--- config.mk ---
export PLATFORM = sky130hd
export DESIGN_NAME = mem_load_wb_stage
export DESIGN_NICKNAME = d
export VERILOG_FILES = /design/src/rtl/mem_load_wb_stage_pkg.sv /design/src/rtl/mem_load_wb_stage_chk.sv /design/src/rtl/mem_load_wb_stage_load_align_ext.sv /design/src/rtl/mem_load_wb_stage.sv
export SDC_FILE = /design/constraint.sdc
export NUM_CORES = 1
export LEC_CHECK = 0
export CAP_MARGIN = 10
export CORE_MARGIN = 2
export CORE_UTILIZATION = 46
export CTS_CLUSTER_DIAMETER = 60
export DETAILED_ROUTE_END_ITERATION = 16
export MAX_ROUTING_LAYER = met4
export PLACE_DENSITY = 0.92
export SYNTH_ARGS = -nofsm -noshare
export SYNTH_HDL_FRONTEND = slang
export SYNTH_SLANG_ARGS = --single-unit
export TNS_END_PERCENT = 100
--- constraint.sdc ---
create_clock -name clk -period 4.05 [get_ports clk]
set_input_delay 0.81 -clock clk [delete_from_list [all_inputs] [get_ports clk]]
set_output_delay 0.81 -clock clk [all_outputs]
set_load 0.05 [all_outputs]
--- src/rtl/mem_load_wb_stage_pkg.sv ---
// Shared definitions for the mem1 -> write-back load stage: widths, width codes,
// and the load sideband record carried from mem0 to mem1 completion.
package mem_load_wb_stage_pkg;

    localparam int EXP_W = 7;
    localparam int RD_W  = 5;

    localparam logic [1:0] W_BYTE = 2'd0;
    localparam logic [1:0] W_HALF = 2'd1;
    localparam logic [1:0] W_WORD = 2'd2;

    typedef struct packed {
        logic       valid;
        logic [1:0] addr_lo;
        logic [1:0] width;
        logic       sign;
        logic       write;
    } sideband_t;

endpackage

--- src/rtl/mem_load_wb_stage_chk.sv ---
// Protocol checker: a mem1 completion must always have a matching mem0 sideband entry.
module mem_load_wb_stage_chk (
    input logic clk,
    input logic rstn,
    input logic advance,
    input logic m1_en,
    input logic sb_valid
);

    a_m1_has_sideband: assert property (
        @(posedge clk) disable iff (!rstn) (advance && m1_en) |-> sb_valid
    ) else $error("mem1 completion without a valid mem0 sideband entry");

endmodule

--- src/rtl/mem_load_wb_stage_load_align_ext.sv ---
// Combinational load aligner: selects the addressed byte/half of the raw word
// and zero- or sign-extends it to 32 bits. Word loads pass through unchanged.
module load_align_ext
    import mem_load_wb_stage_pkg::*;
(
    input  logic [31:0] data,
    input  logic [1:0]  addr_lo,
    input  logic [1:0]  width,
    input  logic        sign,
    output logic [31:0] result
);

    logic [7:0]  byte_s;
    logic [15:0] half_s;

    // Field select and extension
    always_comb begin
        byte_s = 8'h00;
        half_s = 16'h0000;
        result = data;
        case (addr_lo)
            2'd0:    byte_s = data[7:0];
            2'd1:    byte_s = data[15:8];
            2'd2:    byte_s = data[23:16];
            2'd3:    byte_s = data[31:24];
            default: byte_s = 8'h00;
        endcase
        if (addr_lo[1]) begin
            half_s = data[31:16];
        end else begin
            half_s = data[15:0];
        end
        case (width)
            W_BYTE:  result = {{24{sign & byte_s[7]}}, byte_s};
            W_HALF:  result = {{16{sign & half_s[15]}}, half_s};
            default: result = data;
        endcase
    end

endmodule

--- src/rtl/mem_load_wb_stage.sv ---
// Stage between mem1 and write-back: holds load sideband from mem0, registers
// the mem1 result with aligned/extended load data and drives the write-back bus.
module mem_load_wb_stage
    import mem_load_wb_stage_pkg::*;
#(
    parameter int EXP_W = mem_load_wb_stage_pkg::EXP_W,
    parameter int RD_W  = mem_load_wb_stage_pkg::RD_W
) (
    input  logic             clk,
    input  logic             rstn,
    input  logic             stall_ext,
    input  logic             stall_by_cache,
    input  logic             flush,
    input  logic             m0_en,
    input  logic [1:0]       m0_addr_lo,
    input  logic [1:0]       m0_width,
    input  logic             m0_sign,
    input  logic             m0_write,
    input  logic             m1_en,
    input  logic [RD_W-1:0]  m1_rd,
    input  logic [31:0]      m1_data,
    input  logic [EXP_W-1:0] m1_exp,
    input  logic [31:0]      m1_badv,
    output logic             wb_valid,
    output logic [RD_W-1:0]  wb_rd,
    output logic [31:0]      wb_data,
    output logic [EXP_W-1:0] wb_exp,
    output logic [31:0]      wb_badv
);

    sideband_t         sb_r;
    logic              advance_s;
    logic              store_s;
    logic              has_exp_s;
    logic [1:0]        eff_addr_s;
    logic [1:0]        eff_width_s;
    logic              eff_sign_s;
    logic [31:0]       aligned_s;
    logic [31:0]       data_next_s;
    logic [RD_W-1:0]   rd_next_s;

    // Stage control and effective load attributes; a missing sideband entry degrades to a word load
    always_comb begin
        advance_s   = !stall_ext && !stall_by_cache;
        has_exp_s   = |m1_exp;
        store_s     = 1'b0;
        eff_addr_s  = 2'd0;
        eff_width_s = W_WORD;
        eff_sign_s  = 1'b0;
        if (sb_r.valid) begin
            store_s     = sb_r.write;
            eff_addr_s  = sb_r.addr_lo;
            eff_width_s = sb_r.width;
            eff_sign_s  = sb_r.sign;
        end else begin
            store_s     = 1'b0;
            eff_addr_s  = 2'd0;
            eff_width_s = W_WORD;
            eff_sign_s  = 1'b0;
        end
    end

    load_align_ext u_align (
        .data    (m1_data),
        .addr_lo (eff_addr_s),
        .width   (eff_width_s),
        .sign    (eff_sign_s),
        .result  (aligned_s)
    );

    // Result shaping: stores, faulting ops and bubbles never write a register
    always_comb begin
        rd_next_s   = {RD_W{1'b0}};
        data_next_s = 32'h0000_0000;
        if (m1_en && !store_s && !has_exp_s) begin
            rd_next_s   = m1_rd;
            data_next_s = aligned_s;
        end else begin
            rd_next_s   = {RD_W{1'b0}};
            data_next_s = 32'h0000_0000;
        end
    end

    // Sideband register: captured at mem0 issue, consumed at mem1 completion
    always_ff @(posedge clk or negedge rstn) begin
        if (!rstn) begin
            sb_r <= '{valid: 1'b0, addr_lo: 2'd0, width: 2'd0, sign: 1'b0, write: 1'b0};
        end else if (flush) begin
            sb_r.valid <= 1'b0;
        end else if (advance_s) begin
            sb_r <= '{valid: m0_en, addr_lo: m0_addr_lo, width: m0_width,
                      sign: m0_sign, write: m0_write};
        end
    end

    // Output register; flush kills validity but keeps exceptions already captured for commit
    always_ff @(posedge clk or negedge rstn) begin
        if (!rstn) begin
            wb_valid <= 1'b0;
            wb_rd    <= {RD_W{1'b0}};
            wb_data  <= 32'h0000_0000;
            wb_exp   <= {EXP_W{1'b0}};
            wb_badv  <= 32'h0000_0000;
        end else begin
            if (flush) begin
                wb_valid <= 1'b0;
            end else if (advance_s) begin
                wb_valid <= m1_en;
            end
            if (advance_s) begin
                wb_rd   <= rd_next_s;
                wb_data <= data_next_s;
                if (!flush) begin
                    wb_exp  <= m1_exp;
                    wb_badv <= m1_badv;
                end
            end
        end
    end

    mem_load_wb_stage_chk u_chk (
        .clk      (clk),
        .rstn     (rstn),
        .advance  (advance_s),
        .m1_en    (m1_en),
        .sb_valid (sb_r.valid)
    );

endmodule
==> impl_metrics.env, run 1 <==
export IMPL_routabilityCongestion=0.9221
export IMPL_power_leakage_nw=2.405
export IMPL_syn_inst=333
export IMPL_htreeDepth=3
export IMPL_irDropWorstVdd_mv=0.3014
export IMPL_crit_arrival_ns=2.86
export IMPL_setup_viol=0
export IMPL_slew_headroom=0.3049
export IMPL_ys_flop_type="dfrtp_1"
export IMPL_io_buffers=165
export IMPL_cts_resized=0
export IMPL_ios=166
export IMPL_die_area_um2=9214
export IMPL_cap_viol_max_count=0
export IMPL_vias_per_cell=5.645
export IMPL_status="completed"
export IMPL_grt_max_degree=85
export IMPL_path_clk_slew_ns=0.08
export IMPL_syn_cell_area_um2=3892
export IMPL_synthTopCellsByCount="dfrtp_1, nor2_1, mux2_2"
export IMPL_synthXorXnorAreaFrac=0
export IMPL_antenna_found_initial=0
export IMPL_syn_nets=422
export IMPL_synth_seq_cells=84
export IMPL_rows=33
export IMPL_maxSlewViolCount=0
export IMPL_dp_hpwl_um=8081
export IMPL_ys_types=34
export IMPL_grt_pass1_vias=3351
export IMPL_hold_slack_ns=0.4893
export IMPL_rr_endpoint="wb_data[31]"
export IMPL_drc=0
export IMPL_syn_avg_cell_area_um2=11.69
export IMPL_nets=577
export IMPL_cts_made_buffers=9
export IMPL_synth_top_cell_by_area="dfrtp_1"
export IMPL_reg2reg_from="sb_r[5]"
export IMPL_synth_seq_area_share=0.5400
export IMPL_hold_path_depth=2
export IMPL_hold_end="wb_data[1]"
export IMPL_synth_simple_area_share=0.08711
export IMPL_die_y_um=95.99
export IMPL_cts_hold_buf=0
export IMPL_clock_latency_ns=0.35
export IMPL_synth_edf_count=0
export IMPL_drive_above_1_share=0.1402
export IMPL_start_kind="input port"
export IMPL_path_class="in2reg"
export IMPL_skew_ns=0.005899
export IMPL_cts_setup_buffers=0
export IMPL_numClockSinks=84
export IMPL_power_density_nw_per_um2=401.4
export IMPL_antenna_cells=0
export IMPL_tritoncts="yes"
export IMPL_crit_required_ns=4.33
export IMPL_hp_class="reg2reg"
export IMPL_via_count=3370
export IMPL_end_kind="register"
export IMPL_worst_path_max_fanout=16
export IMPL_synthAdderAreaFrac=0
export IMPL_grt_overflow=0
export IMPL_synth_top_family_by_area="multiplexers"
export IMPL_drtIter0Drc=293
export IMPL_fin_crit_sh=0.6377
export IMPL_r2r_slack_ns=1.61
export IMPL_core_area_um2=8217
export IMPL_start_util=0.4737
export IMPL_routedWlPerCell_um=18.15
export IMPL_min_period_ns=2.583
export IMPL_die_x_um=95.99
export IMPL_synth_compound_area_share=0.1694
export IMPL_rsz0062_at_grt="no"
export IMPL_cts_root_buf="clkbuf_8"
export IMPL_rr_worst_depth=4
export IMPL_tightest_slew_ns=1.043
export IMPL_yosys_top_cells_area="dfrtp_1, mux2_2, nor2_1, a221o_1, a22o_1"
export IMPL_clockBufferDepth=2
export IMPL_grt_use_total=0.2484
export IMPL_hold_viol=0
export IMPL_fin_tns_setup_ns=0
export IMPL_synth_top_area_share=0.5400
export IMPL_synth_area_mux_share=0.1729
export IMPL_wirelength_um=10840
export IMPL_grt_pass1_wl_um=16670
export IMPL_max_freq_mhz=387.2
export IMPL_area_growth_pct=47.89
export IMPL_hp_start="wb_data[1]"
export IMPL_ant_nets=0
export IMPL_synth_most_common_cell="dfrtp_1"
export IMPL_async_flop_share=1.000
export IMPL_first_pass_iters=4
export IMPL_yosysWarnings=0
==> flip-flops by register name, indices dropped and copies added (netlist names) <==
register and cells:
wb_badv 32, wb_data 32, sb_r 7, wb_exp 7, wb_rd 5, wb_valid 1
==> metal layers <==
metal  share of wire  vias to the layer above  GRT usage
li1                -                     1538          -
met1            0.39                     1632     0.3006
met2            0.48                      176     0.3976
met3            0.10                       24    0.06969
met4           0.020                        0    0.09286
met5               0                        -          -
==> worst max-delay path, stage by stage <==
cell	delay [ns]
clkdlybuf4s50_1	0.44
nor4b_1	0.51
nand3_1	0.14
buf_4	0.20
a211oi_4	0.55
a221o_1	0.21
==> power breakdown <==
group          total [W]  switching [W]  internal (W)
clock network   0.000519       0.000284      0.000235
logic           0.000774       0.000446      0.000328
registers        0.00102      0.0000935      0.000924
total            0.00231       0.000824       0.00149
==> cell usage in the layout, fill, tap and decap left out, types with 2 or more instances in the layout <==
cell type / count
nor2_1: 48
a32oi_1: 6
mux2_2: 44
a21oi_1: 14
dfrtp_1: 84
mux2_1: 4
mux2i_1: 8
nor2b_1: 3
a22o_1: 14
a211oi_1: 8
a221o_1: 16
buf_4: 5
o22ai_1: 6
mux2_4: 2
clkinv_2: 2
clkdlybuf4s50_1: 164
nand2b_1: 8
nand2_1: 10
o21ai_0: 20
clkbuf_8: 10
==> cell type report <==
class / instances / area (um^2)
fill: 608 / 2460
sequential: 84 / 2102
timing repair buffer: 169 / 1679
multi-input combinational: 224 / 1677
clock buffer: 11 / 141.4
tap: 105 / 131.4
clock inverter: 4 / 26.28
==> worst max-delay path by stage <==
| stage | cells past startpoint | slack (ns) | from | to |
|---|---|---|---|---|
| final | 6 | 1.47 | m1_exp[5] | wb_data[31] |
| after global routing | 6 | 1.27 | m1_exp[5] | wb_data[31] |
| after CTS | 6 | 1.48 | m1_en | wb_data[20] |
| after detailed placement | 6 | 1.11 | m1_en | wb_data[31] |
| after global placement | 6 | 1.22 | m1_exp[5] | wb_data[21] |
| after floorplan | 5 | 1.94 | stall_ext | wb_badv[1] |
==> stage by stage <==
step	instance area, um^2	std cells	worst slack, ns	util	total power (W)
floorplan	3892	333	1.944	-	0.001491
global placement	5589	582	1.223	0.6802	0.001786
detailed placement	5589	582	1.110	0.6802	0.001806
CTS	5757	597	1.482	0.7006	0.002330
global route	5757	597	1.272	0.7006	0.002417
finish	5757	597	1.467	0.7006	0.002311
==> logic make-up after synthesis <==
kind of cell    count (synthesis)
buf+inv                        25
simple gates                   77
mux                            59
flops                          84
compound gates                 88
No activity file was read; power rests on OpenSTA's default activity.
==> run 2: changes to the inputs <==
--- a/config.mk
+++ b/config.mk
@@ -7,11 +7,11 @@
 export LEC_CHECK = 0
 export CAP_MARGIN = 10
 export CORE_MARGIN = 2
-export CORE_UTILIZATION = 46
+export CORE_UTILIZATION = 43
 export CTS_CLUSTER_DIAMETER = 60
 export DETAILED_ROUTE_END_ITERATION = 16
 export MAX_ROUTING_LAYER = met4
-export PLACE_DENSITY = 0.92
+export PLACE_DENSITY = 0.87
 export SYNTH_ARGS = -nofsm -noshare
 export SYNTH_HDL_FRONTEND = slang
 export SYNTH_SLANG_ARGS = --single-unit
==> constraint.sdc (replaced) <==
create_clock -name clk -period 2.4 [get_ports clk]
set_input_delay 0.48 -clock clk [delete_from_list [all_inputs] [get_ports clk]]
set_output_delay 0.48 -clock clk [all_outputs]
set_load 0.05 [all_outputs]
==> impl_metrics.env, run 2 (synthesis gave the netlist of run 1 again) <==
export IMPL_setup_viol=0
export IMPL_grt_pass1_vias=3601
export IMPL_drive_above_1_share=0.1590
export IMPL_cts_made_buffers=9
export IMPL_wirelength_um=11150
export IMPL_irDropWorstVdd_mv=0.4749
export IMPL_rr_endpoint="wb_data[20]"
export IMPL_grt_pass1_wl_um=18020
export IMPL_path_class="reg2out"
export IMPL_reg_top3="wb_badv (32), wb_data (32)"
export IMPL_grt_overflow=0
export IMPL_placed_area_um2=5705
export IMPL_crit_slowest_cell="clkdlybuf4s50_1"
export IMPL_nets=587
export IMPL_end_kind="output port"
export IMPL_maxSlewViolCount=0
export IMPL_hold_viol=0
export IMPL_first_pass_iters=5
export IMPL_drc=0
export IMPL_hp_class="in2async"
export IMPL_die_y_um=99.15
export IMPL_fin_util=0.6769
export IMPL_fin_cells=611
export IMPL_core_area_um2=8763
export IMPL_die_x_um=99.15
export IMPL_clock_latency_ns=0.35
export IMPL_cts_resized=0
export IMPL_rows=34
export IMPL_cap_viol_max_count=0
export IMPL_layout_commonest_cell="clkdlybuf4s50_1"
export IMPL_tritoncts="yes"
export IMPL_path_clk_slew_ns=0.08
export IMPL_met1_usage=0.2889
export IMPL_grt_max_degree=85
export IMPL_power_density_nw_per_um2=707.8
export IMPL_worst_path_max_fanout=2
export IMPL_final_cell_mix="clkdlybuf4s50_1, dfrtp_1, nor2_1, mux2_2, o21ai_0"
export IMPL_via_count=3379
export IMPL_met3_usage=0.07871
export IMPL_slowest_delay_ns=0.84
export IMPL_crit_buf_inv=1
export IMPL_fin_crit_sh=0.8523
export IMPL_drtIter0Drc=211
export IMPL_grt_util_met2=0.3815
export IMPL_die_area_um2=9830
export IMPL_skew_ns=0.008300
export IMPL_min_period_ns=2.045
export IMPL_antenna_cells=0
export IMPL_power_leakage_nw=2.491
export IMPL_max_freq_mhz=488.9
export IMPL_cts_hold_buf=0
export IMPL_area_growth_pct=52.39
export IMPL_path_cells="clkdlybuf4s50_1"
export IMPL_start_util=0.4442
export IMPL_routabilityCongestion=0.7883
export IMPL_numClockSinks=84
export IMPL_path_delay_family="buffers and inverters"
export IMPL_dp_hpwl_um=8243
export IMPL_grt_use_total=0.2398
export IMPL_status="completed"
export IMPL_rsz0062_at_grt="no"
export IMPL_tightest_slew_ns=0.5674
export IMPL_crit_required_ns=1.92
export IMPL_cts_root_buf="clkbuf_8"
export IMPL_start_kind="register"
export IMPL_clockBufferDepth=2
export IMPL_io_buffers=165
export IMPL_routedWlPerCell_um=18.24
export IMPL_htreeDepth=3
export IMPL_ios=166
export IMPL_ant_nets=0
export IMPL_slew_headroom=0.6217
export IMPL_vias_per_cell=5.530
export IMPL_final_area_um2=5932
export IMPL_crit_arrival_ns=1.57
export IMPL_reg2reg_from="sb_r[6]"
export IMPL_r2r_slack_ns=0.65
export IMPL_cts_setup_buffers=0
export IMPL_rr_worst_depth=5
export IMPL_place_inst=595
export IMPL_antenna_found_initial=0
export IMPL_fin_tns_setup_ns=0
export IMPL_busiest_layer="met2"
==> run 2: worst max path at each step <==
stage | from | to | slack [ns] | depth (start not counted)
floorplan | stall_ext | wb_badv[1] | 0.62 | 5
global placement | m1_en | wb_data[21] | 0.03 | 7
detailed placement | m1_en | wb_data[1] | 0.01 | 6
CTS | wb_valid | wb_valid | 0.34 | 1
global route | m1_en | wb_data[18] | 0.24 | 7
finish | wb_valid | wb_valid | 0.35 | 1
==> run 2: metrics by stage <==
stage / power, W / hold WS, ns / setup WS (ns)
floorplan: 0.002517 / 0.1844 / 0.6241
global placement: 0.003042 / 0.4679 / 0.02775
detailed placement: 0.003075 / 0.4787 / 0.01117
CTS: 0.004223 / 0.1657 / 0.3376
global route: 0.004380 / 0.1767 / 0.2390
finish: 0.004199 / 0.1133 / 0.3546
==> run 2: cell type report <==
cell class	instances	area, um^2
Sequential cell	84	2102
Tap cell	108	135.1
Fill cell	663	2831
Clock buffer	11	141.4
Clock inverter	5	85.08
Timing Repair Buffer	179	1792
Multi-Input combinational cell	224	1677
==> run 2: metal layers <==
layer,part of all wire,wire (um)
met5,0,0
met4,0.016,179
met3,0.10,1113
met2,0.49,5473
met1,0.39,4380
==> run 2: power by group <==
| part | internal (W) | switching [W] | leakage [nW] | total, W |
|---|---|---|---|---|
| logic | 0.000573 | 0.000826 | 1.30 | 0.00140 |
| clock network | 0.000619 | 0.000524 | 0.110 | 0.00114 |
| registers | 0.00156 | 0.0000950 | 1.08 | 0.00166 |
